==> src/rtl/stage_4_mem.sv <==
// Memory-access pipeline stage: registers the EX->MEM bus, aligns and extends
// SRAM load data, and drives the MEM->WB bus plus a decode-stage bypass.
module stage_4_mem (
  input  logic        clk,
  input  logic        resetn,
  input  logic        valid_3,
  output logic        allow_4,
  input  logic [73:0] stage_3_to_4,
  input  logic [31:0] data_sram_rdata,
  output logic        valid_4,
  input  logic        allow_5,
  output logic [69:0] stage_4_to_5,
  output logic [37:0] fwd_4
);

  localparam int unsigned DATA_W = 32;
  localparam int unsigned DEST_W = 5;

  typedef struct packed {
    logic [2:0]        load_op;
    logic              res_from_mem;
    logic              rf_we;
    logic [DEST_W-1:0] dest;
    logic [DATA_W-1:0] alu_result;
    logic [DATA_W-1:0] pc;
  } ex_mem_t;

  logic              valid_r;
  ex_mem_t           bus_r;
  logic [DATA_W-1:0] rdata_hold;
  logic              held;

  logic              readygo_4;
  logic              hold_load;
  logic [DATA_W-1:0] eff;
  logic [7:0]        byte_sel;
  logic [15:0]       half_sel;
  logic [DATA_W-1:0] load_data;
  logic [DATA_W-1:0] final_result;

  assign readygo_4 = 1'b1;
  assign allow_4   = !valid_r || (readygo_4 && allow_5);
  assign valid_4   = valid_r && readygo_4;

  // SRAM data is only valid for one cycle; capture it the first time WB stalls a load.
  assign hold_load = valid_r && bus_r.res_from_mem && !held && !allow_5;

  always_ff @(posedge clk or negedge resetn) begin
    if (!resetn) begin
      valid_r    <= 1'b0;
      bus_r      <= '0;
      rdata_hold <= '0;
      held       <= 1'b0;
    end else begin
      if (allow_4) begin
        valid_r <= valid_3;
        if (valid_3) begin
          bus_r <= stage_3_to_4;
          held  <= 1'b0;
        end
      end
      if (hold_load) begin
        rdata_hold <= data_sram_rdata;
        held       <= 1'b1;
      end
    end
  end

  assign eff = held ? rdata_hold : data_sram_rdata;

  // Byte/half lane select from the low address bits.
  always_comb begin
    byte_sel = eff[7:0];
    case (bus_r.alu_result[1:0])
      2'd0:    byte_sel = eff[7:0];
      2'd1:    byte_sel = eff[15:8];
      2'd2:    byte_sel = eff[23:16];
      default: byte_sel = eff[31:24];
    endcase
    half_sel = bus_r.alu_result[1] ? eff[31:16] : eff[15:0];
  end

  always_comb begin
    load_data = eff;
    case (bus_r.load_op)
      3'd1:    load_data = {{24{byte_sel[7]}}, byte_sel};
      3'd2:    load_data = {{16{half_sel[15]}}, half_sel};
      3'd3:    load_data = {24'd0, byte_sel};
      3'd4:    load_data = {16'd0, half_sel};
      default: load_data = eff;
    endcase
  end

  assign final_result = bus_r.res_from_mem ? load_data : bus_r.alu_result;

  assign stage_4_to_5 = {bus_r.rf_we && valid_r, bus_r.dest, final_result, bus_r.pc};
  assign fwd_4        = {valid_r && bus_r.rf_we && (bus_r.dest != DEST_W'(0)),
                         bus_r.dest, final_result};

endmodule

==> config.mk <==
export PLATFORM = sky130hd
export DESIGN_NAME = stage_4_mem
export DESIGN_NICKNAME = d
export VERILOG_FILES = /design/src/rtl/stage_4_mem.sv
export SDC_FILE = /design/constraint.sdc
export NUM_CORES = 1
export LEC_CHECK = 0
export ABC_AREA = 1
export BUFFER_PORTS_ARGS = -buffer_cell sky130_fd_sc_hd__buf_2
export CAP_MARGIN = 20
export CORE_MARGIN = 2
export CORE_UTILIZATION = 45
export CTS_BUF_LIST = sky130_fd_sc_hd__clkbuf_4
export DETAILED_ROUTE_END_ITERATION = 12
export PLACE_DENSITY = 0.83
export SYNTH_ARGS = -nofsm -noshare
export SYNTH_HDL_FRONTEND = slang
export SYNTH_SLANG_ARGS = --single-unit
==> constraint.sdc <==
create_clock -name clk -period 2 [get_ports clk]
set_clock_uncertainty 0.05 [all_clocks]
set_input_delay 0.2 -clock clk [delete_from_list [all_inputs] [get_ports clk]]
set_output_delay 0.2 -clock clk [all_outputs]
set_load 0.02 [all_outputs]
==> out/metrics.yaml, run 1 <==
outcome:
  status: "finished, violations left"
  violations: "setup timing"
route:
  first_pass_iters: 7
  wirelength_um: 21800
  wire_per_inst_um: 17.7
  viasPerCell: 5.14
  ant_nets: 0
  drt_iter0_markers: 654
  vias: 6332
  drcViolationCount: 0
synthesis:
  syn-num-nets: 859
  ys_seq_area_share_pct: 43.4
  syn_avg_cell_area_um2: 8.31
  synth_cell_types: 26
  yosysWarnings: 0
  synth.cell_area_um2: 6230
  ys_seq_elements: 108
  syn_inst: 749
worst_setup_path:
  r2r_start: "valid_4"
  cp.arrival_ps: 2280
  crit_path_max_incr_delay_ps: 460
  worstSetupPathType: "reg2out"
  crit_path_end_kind: "output pin"
  crit_slowest_cell: "dfrtp_2"
  worstPathCellList: "buf_6 > inv_8 > nand2_4 > nand3_4 > nand2_4 > nand3_4 > nand3_4 > buf_6 > nand2_8 > o21bai_1 > inv_1 > buf_2"
  cp.required_ps: 1750
  startpoint_type: "flip-flop"
  cp_num_buf_inv: 5
  cp_max_fo: 8
  crit_family: "buffers and inverters"
  crit_top_cell: "nand3_4"
  rr_endpoint: "bus_r[46]"
  worst_r2r_path_depth: 4
  r2r_setup_slack_ps: 190
timing:
  period_minus_slack_ps: 2530
  timing.hold.ws_ps: 84.2
  max_freq_ghz: 0.394
  hold_violations: 0
  setup_viol: 64
  drv_slew: 0
  slew_headroom_pct: 59.3
  rsz0062_at_grt: "yes"
  fin_ws_ps: -535
  worst_pin_slew_ps: 611
  period_share_pct: 127
cts:
  cts.sinks: 108
  cts_tree: "built"
  clkLatencyLatePin_ps: 500
  path_clk_slew_ps: 170
  cts_root_buf: "clkbuf_4"
  cts_buffer_depth: 2
  htreeDepth: 3
  cts_buffers: 9
die:
  die_h_um: 122
  initial_core_util_pct: 46.5
  io_pins: 220
  core_um2: 13400
  rows: 42
  die_area_um2: 14800
  die_x_um: 122
final_layout:
  drive_gt1_share_pct: 43.8
  final_core_util_pct: 70.2
  design_area_um2: 9410
  area_growth_pct: 51.2
  nNetsFinal: 1157
global_routing:
  grt_max_degree: 109
  antenna_found_initial: 0
  grt_pass1_wl_um: 32500
  grt_usage_pct: 28.8
  grt_remaining_overflow: 0
  grt_pass1_vias: 6426
min_path:
  holdCritPathClass: "in2reg"
  min_to: "bus_r[32]"
  hold_depth: 3
  min-delay-start: "valid_3"
place:
  hpwl_um: 13000
  io_buffers: 219
  placed_cell_area_um2: 7300
  gp_congestion: 0.938
power_and_ir_drop:
  leakage_nw: 4.76
  powerDensity_nw_per_um2: 921
  total_power_w: 0.00867
  vdd_ir_drop_max_mv: 0.636
job:
  maxCapViolations: 0
## worst max-delay path by stage
stage | start | endpoint | slack, ps | cells past startpoint
floorplan | bus_r[73] | stage_4_to_5[46] | 30 | 11
global placement | held | fwd_4[15] | -50 | 8
detailed placement | held | stage_4_to_5[59] | -90 | 8
CTS | held | fwd_4[5] | -460 | 12
global route | held | fwd_4[17] | -650 | 11
finish | held | fwd_4[17] | -530 | 12
## worst register-to-register path, delay by kind of cell (launching register included)
| kind | cells | cell delay (ps) |
|---|---|---|
| buffers and inverters | 1 | 250 |
| and+or+nand+nor | 2 | 510 |
| muxes | 1 | 400 |
| DFF | 1 | 480 |
## layer usage
layer | routed length, µm | vias to the layer above | GRT usage, % | share of wire, %
li1 | - | 2908 | - | -
met1 | 8310 | 2991 | 34.2 | 38
met2 | 11000 | 360 | 50.6 | 50
met3 | 1610 | 73 | 5.43 | 7.4
met4 | 875 | 0 | 13.1 | 4.0
met5 | 0 | - | 0 | 0
## layout make-up
| type | instances | area [µm²] |
|---|---|---|
| Fill cell | 955 | 3990 |
| Timing Repair Buffer | 394 | 3120 |
| Multi-Input combinational cell | 456 | 2890 |
| Sequential cell | 108 | 2710 |
| Inverter | 78 | 300 |
| Tap cell | 176 | 220 |
| Clock inverter | 6 | 87.6 |
| Clock buffer | 10 | 75.1 |
| Antenna cell | 3 | 7.51 |
## report_power, final
| group | internal [W] | leakage (nW) | switching (W) | total (W) |
|---|---|---|---|---|
| sequential | 0.00263 | 1.28 | 0.000290 | 0.00292 |
| clock | 0.000524 | 0.0908 | 0.000761 | 0.00129 |
| combinational | 0.00198 | 3.40 | 0.00248 | 0.00446 |
## stage by stage
step	setup TNS, ps	setup slack, ps	std cells
3_5_place_dp	-492	-90.2	1087
6_report	-28690	-535	1231
2_1_floorplan	0	28.7	749
3_3_place_gp	-147	-47.2	1087
5_1_grt	-35750	-651	1228
4_1_cts	-25950	-457	1225
## logic make-up (layout without fill, tap and decap cells)
family | Yosys count | in the layout | synth area share, %
simple gates | 263 | 264 | 16.9
buf+inv | 186 | 488 | 16.2
mux | 69 | 69 | 12.5
compound gates | 123 | 123 | 11.0
other cells | 0 | 3 | 0
flops | 108 | 108 | 43.4
## registers in the layout (all words and copies together), names as in the netlist
signal,cells
bus_r,37
held,1
fwd_4,5
rdata_hold,32
stage_4_to_5,32
valid_4,1
## cell usage after synthesis, drive strengths merged
master | count | share of area, %
o21a | 3 | 0.36
clkinv | 1 | 0.060
a21oi | 19 | 1.5
a21o | 1 | 0.12
o21ai | 77 | 6.2
o21bai | 16 | 1.9
or2 | 2 | 0.20
inv | 77 | 4.6
nand3 | 14 | 1.4
o41ai | 1 | 0.14
clkbuf | 18 | 1.1
o211ai | 6 | 0.72
nand4 | 3 | 0.30
mux2 | 69 | 12
buf | 90 | 10
nand2 | 184 | 11
dfrtp | 108 | 43
nor2 | 60 | 3.7
## cell usage in the layout (no fill, tap or decap), types with 4 or more instances in the layout
cell / synthesis / final
o211ai_1: 6 / 6
inv_2: 2 / 6
o21bai_4: 0 / 4
nand3_1: 12 / 7
inv_1: 75 / 70
o21ai_0: 77 / 46
nand2_2: 1 / 25
buf_6: 2 / 59
o21bai_1: 16 / 12
nand2_1: 182 / 151
nor2_2: 0 / 9
buf_2: 13 / 157
clkbuf_4: 0 / 10
dfrtp_1: 108 / 104
a21oi_1: 19 / 13
nor2_1: 59 / 48
mux2_2: 69 / 69
nand2_4: 1 / 7
o21ai_2: 0 / 9
dfrtp_2: 0 / 4
buf_4: 75 / 65
buf_12: 0 / 5
o21ai_1: 0 / 19
a21oi_2: 0 / 4
nand3_2: 1 / 4
dlygate4sd3_1: 0 / 107
## timing repair
item	CTS	global route
hold buffers	107	0
endpoints found under the setup margin	64	65
resized for setup	164	82
cloned	2	0
hold endpoints to repair	214	0
setup buffers	15	4
pin swaps	26	28
Power figures use the tool's default switching activity.
==> run 2: changes to the inputs <==
--- a/config.mk
+++ b/config.mk
@@ -5,14 +5,14 @@
 export SDC_FILE = /design/constraint.sdc
 export NUM_CORES = 1
 export LEC_CHECK = 0
-export ABC_AREA = 1
+export ABC_AREA = 0
 export BUFFER_PORTS_ARGS = -buffer_cell sky130_fd_sc_hd__buf_2
 export CAP_MARGIN = 20
 export CORE_MARGIN = 2
 export CORE_UTILIZATION = 45
 export CTS_BUF_LIST = sky130_fd_sc_hd__clkbuf_4
 export DETAILED_ROUTE_END_ITERATION = 12
-export PLACE_DENSITY = 0.83
+export PLACE_DENSITY = 0.84
 export SYNTH_ARGS = -nofsm -noshare
 export SYNTH_HDL_FRONTEND = slang
 export SYNTH_SLANG_ARGS = --single-unit
==> constraint.sdc (replaced) <==
create_clock -name clk -period 2 [get_ports clk]
set_clock_uncertainty 0.05 [all_clocks]
set_input_delay 0.2 -clock clk [delete_from_list [all_inputs] [get_ports clk]]
set_output_delay 0.2 -clock clk [all_outputs]
set_load 0.01 [all_outputs]
==> run 2 against run 1 <==
The run still ends with setup timing left. Worst hold slack worse by 40 ps. Cell count down 17%. First-iteration DRC count down 57%. Via count down 12%. Largest power group unchanged. Combinational power down 7.2%. Sequential share of layout area up 0.81 points. Critical path type unchanged. Synthesized cell count down 28%. Sequential power up 3%. Largest cell class is now multi-input gates. Non-clock buffer count up 9. Core utilization down 0.93 points. Critical path depth down 5. Critical endpoint is now fwd_4[28].
==> out/metrics.yaml, run 2 <==
global_routing:
  antenna_found_initial: 0  # unchanged
  met3_usage_pct: 5.13  # -0.30 points
  grt_usage_pct: 26.5  # -2.3 points
  use_met1_pct: 30.6  # -3.5 points
  grt_max_degree: 44  # -60%
  grt_remaining_overflow: 0  # unchanged
  grt_pass1_wl_um: 29200  # -10%
  grt_use_met2_pct: 45.8  # -4.9 points
  grt_pass1_vias: 5667  # -12%
  grt.busiest_layer: "met2"
final_layout:
  largest_reg_flops: 37  # unchanged
  area_growth_pct: 50.7
  final_cell_mix: "buf_2 (210), mux2_2 (109), dlygate4sd3_1 (108)"
  multiInputGateArea_um2: 3110  # +7.7%
  antenna_cells: 0  # -3
  layout_commonest_cell: "buf_2"
  drive_gt1_share_pct: 57.5  # +14 points
  final_core_util_pct: 69.3  # -0.93 points
  largest-register: "bus_r"
  num-fill-cells: 891  # -6.7%
  design_area_um2: 9140  # -2.9%
  final-seq-area_um2: 2700  # -0.14%
  nNetsFinal: 952  # -18%
timing:
  timing.hold.ws_ps: 44.0  # -40.2 ps
  period_minus_slack_ps: 2680  # +145 ps
  fin_ws_ps: -680  # -145 ps
  hold_violations: 0  # unchanged
  rsz0062_at_grt: "yes"
  setup_viol: 64  # unchanged
  max_freq_ghz: 0.373  # -5.4%
  drv_slew: 0  # unchanged
  worst_pin_slew_ps: 448  # -162 ps
  period_share_pct: 134  # +7.2 points
  slew_headroom_pct: 69.3  # +10 points
die:
  core_um2: 13200  # -1.6%
  die_area_um2: 14400  # -2.5%
  die_x_um: 120  # -1.2%
  die_h_um: 120  # -1.2%
  io_pins: 220  # unchanged
  initial_core_util_pct: 46.0  # -0.46 points
  rows: 42  # unchanged
synthesis:
  synth_mux_area_share_pct: 25.6  # +13 points
  syn_inst: 540  # -28%
  yosysMostFrequentCell: "mux2_2"
  syn_avg_cell_area_um2: 11.2  # +35%
  ys_seq_area_share_pct: 44.5  # +1.1 points
  synth_flop_cell: "dfrtp_1"
  synth_cell_types: 44  # +69%
  synthArstFlopShare_pct: 100  # unchanged
  synth_edf_count: 0  # unchanged
  synthTopCellsByCount: "mux2_2 (110), dfrtp_1 (108), buf_4 (74)"
  synth-xor-area-share_pct: 0.144  # +0.14 points
  yosysWarnings: 0  # unchanged
  synth-simple-area-share_pct: 6.37  # -11 points
  yosysTopAreaCellShare_pct: 44.5  # +1.1 points
  synth_area_leaders: "dfrtp_1 (45%), mux2_2 (20%), buf_4 (9.2%), mux2i_1 (3.8%), o32a_1 (2.8%)"
  ys_seq_elements: 108  # unchanged
  syn-num-nets: 650  # -24%
  synth.cell_area_um2: 6070  # -2.6%
  synth_fa_ha_area_share_pct: 0  # unchanged
  yosysTopAreaCell: "dfrtp_1"
  synth_top_family_by_area: "multiplexers"
  synth-compound-area-share_pct: 11.0  # -0.021 points
worst_setup_path:
  cp.arrival_ps: 2430  # +150 ps
  cp.required_ps: 1750  # about the same
  rr_endpoint: "rdata_hold[21]"
  r2r_setup_slack_ps: 360  # +170 ps
  worstSetupPathType: "reg2out"
  startpoint_type: "flip-flop"
  crit_path_end_kind: "output pin"
  cp_max_fo: 17  # +9
  worst_r2r_path_depth: 5  # +1
  r2r_start: "held"
route:
  drt_iter0_markers: 281  # -57%
  viasPerCell: 5.47  # +6.3%
  ant_nets: 0  # unchanged
  wire_per_inst_um: 19.5  # +11%
  wirelength_um: 20000  # -8.1%
  drcViolationCount: 0  # unchanged
  vias: 5596  # -12%
  first_pass_iters: 4  # -3
cts:
  cts_buffers: 9  # unchanged
  cts_root_buf: "clkbuf_4"
  clkLatencyLatePin_ps: 490  # about the same
  htreeDepth: 3  # unchanged
  cts_buffer_depth: 2  # unchanged
  path_clk_slew_ps: 160  # about the same
  cts.sinks: 108  # unchanged
  cts_tree: "built"
job:
  maxCapViolations: 0  # unchanged
power_and_ir_drop:
  vdd_ir_drop_max_mv: 0.575  # -9.5%
  powerDensity_nw_per_um2: 907  # -1.5%
  leakage_nw: 4.06  # -15%
place:
  gp_congestion: 0.921  # -1.8%
  placed_cell_area_um2: 7300  # about the same
  io_buffers: 219  # unchanged
  hpwl_um: 12400  # -4.7%
min_path:
  hold_depth: 3  # unchanged
  min_to: "valid_4"
  holdCritPathClass: "in2reg"
  min-delay-start: "allow_5"
outcome:
  status: "finished, violations left"
  violations: "setup timing"
[run 2: cell count changes in the layout (fill, tap and decap cells not counted), moves of 17 or more]
cell and delta:
nand2_1 -129, inv_1 -68, buf_2 +53, buf_6 -40, mux2_2 +40, nor2_1 -31, o21ai_0 -30, nand2_2 -25
o32a_1 +17
[run 2: kinds of logic (layout without fill, tap and decap cells)]
logic type | after synthesis | count (layout)
AO/OA/AOI/OAI | 94 | 94
XOR/XNOR | 1 | 1
buffers and inverters | 115 | 421
flip-flops | 108 | 108
multiplexers | 139 | 139
AND/OR/NAND/NOR | 83 | 84
[run 2: area by class of cell]
| type | instances | area share [%] |
|---|---|---|
| clock buffers | 10 | 0.821 |
| clock inverters | 6 | 0.684 |
| inverters | 2 | 0.0821 |
| multi-input cells | 318 | 34.0 |
| flip-flops and latches | 108 | 29.6 |
| well taps | 176 | 2.41 |
| repair buffers | 403 | 32.4 |
[run 2: worst max-delay path by stage]
stage | from | slack, ps | end
floorplan | held | -130 | stage_4_to_5[53]
global placement | held | -80 | fwd_4[29]
detailed placement | held | -90 | stage_4_to_5[61]
CTS | held | -660 | stage_4_to_5[61]
global route | held | -810 | stage_4_to_5[36]
finish | held | -680 | fwd_4[28]
[run 2: timing repair]
item / CTS / global route
hold endpoints to repair: 184 / 0
resized for setup: 29 / 72
pin swaps: 4 / 13
hold buffers: 108 / 0
gates cloned: 2 / 0
buffers inserted: 2 / 7
endpoints found under the setup margin: 65 / 65
[run 2: routing by layer]
metal  part of all wire [%]  wire [µm]
met3                    7.1       1420
met5                      0          0
met4                    5.0        998
met1                     37       7400
met2                     51      10200
[run 2: metrics by stage]
stage | cells | TNS [ps] | total power (W) | setup WS, ps
6_report | 1023 | -37900 | 0.00829 | -680
5_1_grt | 1023 | -43900 | 0.00871 | -807
4_1_cts | 1017 | -39220 | 0.00775 | -656
3_5_place_dp | 889 | -2390 | 0.00627 | -88.9
3_3_place_gp | 889 | -1670 | 0.00619 | -79.3
2_1_floorplan | 540 | -1420 | 0.00523 | -125
[run 2: power by group]
group	total (W)	internal [W]	switching [W]	leakage [nW]
Sequential	0.00300	0.00267	0.000333	1.27
Clock	0.00115	0.000397	0.000754	0.0805
Combinational	0.00414	0.00212	0.00202	2.71
Total	0.00829	0.00519	0.00310	4.06
[run 2: worst max-delay path, stage by stage (launching register included)]
cell and delay [ps]:
dfrtp_1 410, buf_6 180, buf_12 200, mux2i_1 280, buf_4 180, o21ai_0 120
o32a_1 400, buf_2 150
==> run 3: changes to the inputs <==
--- a/config.mk
+++ b/config.mk
@@ -9,10 +9,10 @@
 export BUFFER_PORTS_ARGS = -buffer_cell sky130_fd_sc_hd__buf_2
 export CAP_MARGIN = 20
 export CORE_MARGIN = 2
-export CORE_UTILIZATION = 45
+export CORE_UTILIZATION = 52
 export CTS_BUF_LIST = sky130_fd_sc_hd__clkbuf_4
 export DETAILED_ROUTE_END_ITERATION = 12
-export PLACE_DENSITY = 0.84
+export PLACE_DENSITY = 0.93
 export SYNTH_ARGS = -nofsm -noshare
 export SYNTH_HDL_FRONTEND = slang
 export SYNTH_SLANG_ARGS = --single-unit
==> run 3 against run 2 <==
The run still ends with setup timing left. Final area down 4.8%. Global-route usage up 3.7 points. Cell count down 4.5%. Via count down 0.63%. Sequential share of layout area up 1.5 points. Largest cell class unchanged. Power down 4.6%. Maximum frequency down 0.21%.
==> out/metrics.yaml, run 3 (synthesis results as in run 2) <==
worst_setup_path:
  worstSetupPathType: "reg2out"
  crit_path_max_incr_delay_ps: 410  # about the same
  cp.required_ps: 1750  # about the same
  crit_slowest_cell: "dfrtp_1"
  worstPathCellList: "buf_4 > mux2i_4 > o22ai_2 > o21a_4 > buf_12 > o32a_1 > buf_2"
  cp_max_fo: 8  # -9
  r2r_setup_slack_ps: 340  # -20 ps
  startpoint_type: "flip-flop"
  crit_path_end_kind: "output pin"
  cp.arrival_ps: 2440  # about the same
global_routing:
  grt_usage_pct: 30.2  # +3.7 points
  antenna_found_initial: 0  # unchanged
  grt_pass1_vias: 5756  # +1.6%
  grt_remaining_overflow: 0  # unchanged
  grt_pass1_wl_um: 29700  # +1.6%
  grt_max_degree: 47  # +6.8%
final_layout:
  area_growth_pct: 43.4
  layout_commonest_cell: "buf_2"
  design_area_um2: 8700  # -4.8%
  final_cell_mix: "buf_2 (218), mux2_2 (110), dlygate4sd3_1 (108)"
  nNetsFinal: 939  # -1.4%
  drive_gt1_share_pct: 54.1  # -3.4 points
  largest_reg_flops: 37  # unchanged
  final_core_util_pct: 76.2  # +6.9 points
  largest-register: "bus_r"
outcome:
  violations: "setup timing"
  status: "finished, violations left"
place:
  gp_congestion: 0.903  # -2.0%
  hpwl_um: 12700  # +2.9%
  io_buffers: 219  # unchanged
  placed_cell_area_um2: 7160  # -1.9%
die:
  initial_core_util_pct: 53.1  # +7.1 points
  rows: 39  # -7.1%
  die_x_um: 112  # -6.7%
  io_pins: 220  # unchanged
  die_h_um: 112  # -6.7%
  die_area_um2: 12500  # -13%
  core_um2: 11400  # -13%
route:
  drt_iter0_markers: 350  # +25%
  wire_per_inst_um: 20.2  # +3.3%
  vias: 5561  # -0.63%
  drcViolationCount: 0  # unchanged
  ant_nets: 0  # unchanged
  viasPerCell: 5.69  # +4.1%
  first_pass_iters: 5  # +1
  wirelength_um: 19700  # -1.3%
timing:
  period_minus_slack_ps: 2690  # +5.61 ps
  slew_headroom_pct: 64.1  # -5.2 points
  hold_violations: 0  # unchanged
  worst_pin_slew_ps: 539  # +90.4 ps
  finalSetupTns_ps: -38730  # -834 ps
  timing.hold.ws_ps: 58.6  # +14.6 ps
  setup_viol: 65  # +1.6%
  rsz0062_at_grt: "yes"
  max_freq_ghz: 0.372  # -0.21%
  drv_slew: 0  # unchanged
  period_share_pct: 134  # +0.28 points
  fin_ws_ps: -685  # -5.61 ps
cts:
  clkLatencyLatePin_ps: 490  # about the same
  cts_buffer_depth: 2  # unchanged
  cts_tree: "built"
  path_clk_slew_ps: 160  # about the same
  cts.sinks: 108  # unchanged
  htreeDepth: 3  # unchanged
  cts_buffers: 9  # unchanged
  cts_root_buf: "clkbuf_4"
job:
  maxCapViolations: 0  # unchanged
min_path:
  holdCritPathClass: "in2reg"
power_and_ir_drop:
  leakage_nw: 3.94  # -2.9%
  vdd_ir_drop_max_mv: 0.651  # +13%
  powerDensity_nw_per_um2: 909  # +0.21%
-- run 3: changes by cell type in the layout (fill, tap and decap cells not counted), moves of 5 or more --
cell     delta
a31oi_2     +5
a31oi_4     -9
buf_2       +8
buf_6      -16
mux2i_1    +10
mux2i_2     -5
mux2i_4     -5
-- run 3: per-stage QoR --
step           worst slack (ps)  total power [W]  std cells
2_1_floorplan              -125          0.00523        540
3_3_place_gp               -288          0.00610        845
3_5_place_dp               -406          0.00620        845
4_1_cts                    -692          0.00764        971
5_1_grt                    -754          0.00826        976
6_report                   -685          0.00791        977
-- run 3: area by class of cell --
class | count | area (µm²)
clock inverters | 5 | 60.1
fillers | 729 | 2720
diodes | 1 | 2.50
clock buffers | 10 | 75.1
flip-flops and latches | 108 | 2710
repair buffers | 391 | 2790
well taps | 143 | 179
inverters | 2 | 7.51
multi-input cells | 317 | 2880
-- run 3: final timing paths --
check | startpoint | to | depth (start not counted)
worst min register to register | rdata_hold[5] | rdata_hold[5] | 1
worst min-delay path | allow_5 | held | 3
max in group asynchronous | resetn | bus_r[73] | 3
min in group asynchronous | resetn | rdata_hold[13] | 2
worst max register to register | valid_4 | stage_4_to_5[3] | 4
worst max-delay path | held | fwd_4[24] | 7
-- run 3: critical path, delay by kind of cell (launching register included) --
family                 cells  cell delay, ps
multiplexers               1             280
buffers and inverters      3             520
flip-flops                 1             410
AO/OA/AOI/OAI              3             750
-- run 3: layer usage --
metal / up-vias / track usage, % / wire length (µm)
li1: 2463 / - / -
met5: - / 0 / 0
met3: 58 / 5.56 / 1430
met1: 2721 / 35.3 / 7420
met4: 0 / 11.5 / 566
met2: 319 / 55.2 / 10300
-- run 3: timing repair --
item / 4_1_cts / 5_1_grt
pin swaps: 8 / 7
setup buffers: 2 / 5
gates resized for setup: 24 / 21
setup endpoints to repair: 65 / 65
hold buffers: 108 / 0
gates cloned: 1 / 0
endpoints found under the hold margin: 143 / 0
-- run 3: power breakdown --
group          switching, W  internal [W]
Combinational       0.00189       0.00187
Clock              0.000752      0.000396
Sequential         0.000332       0.00267
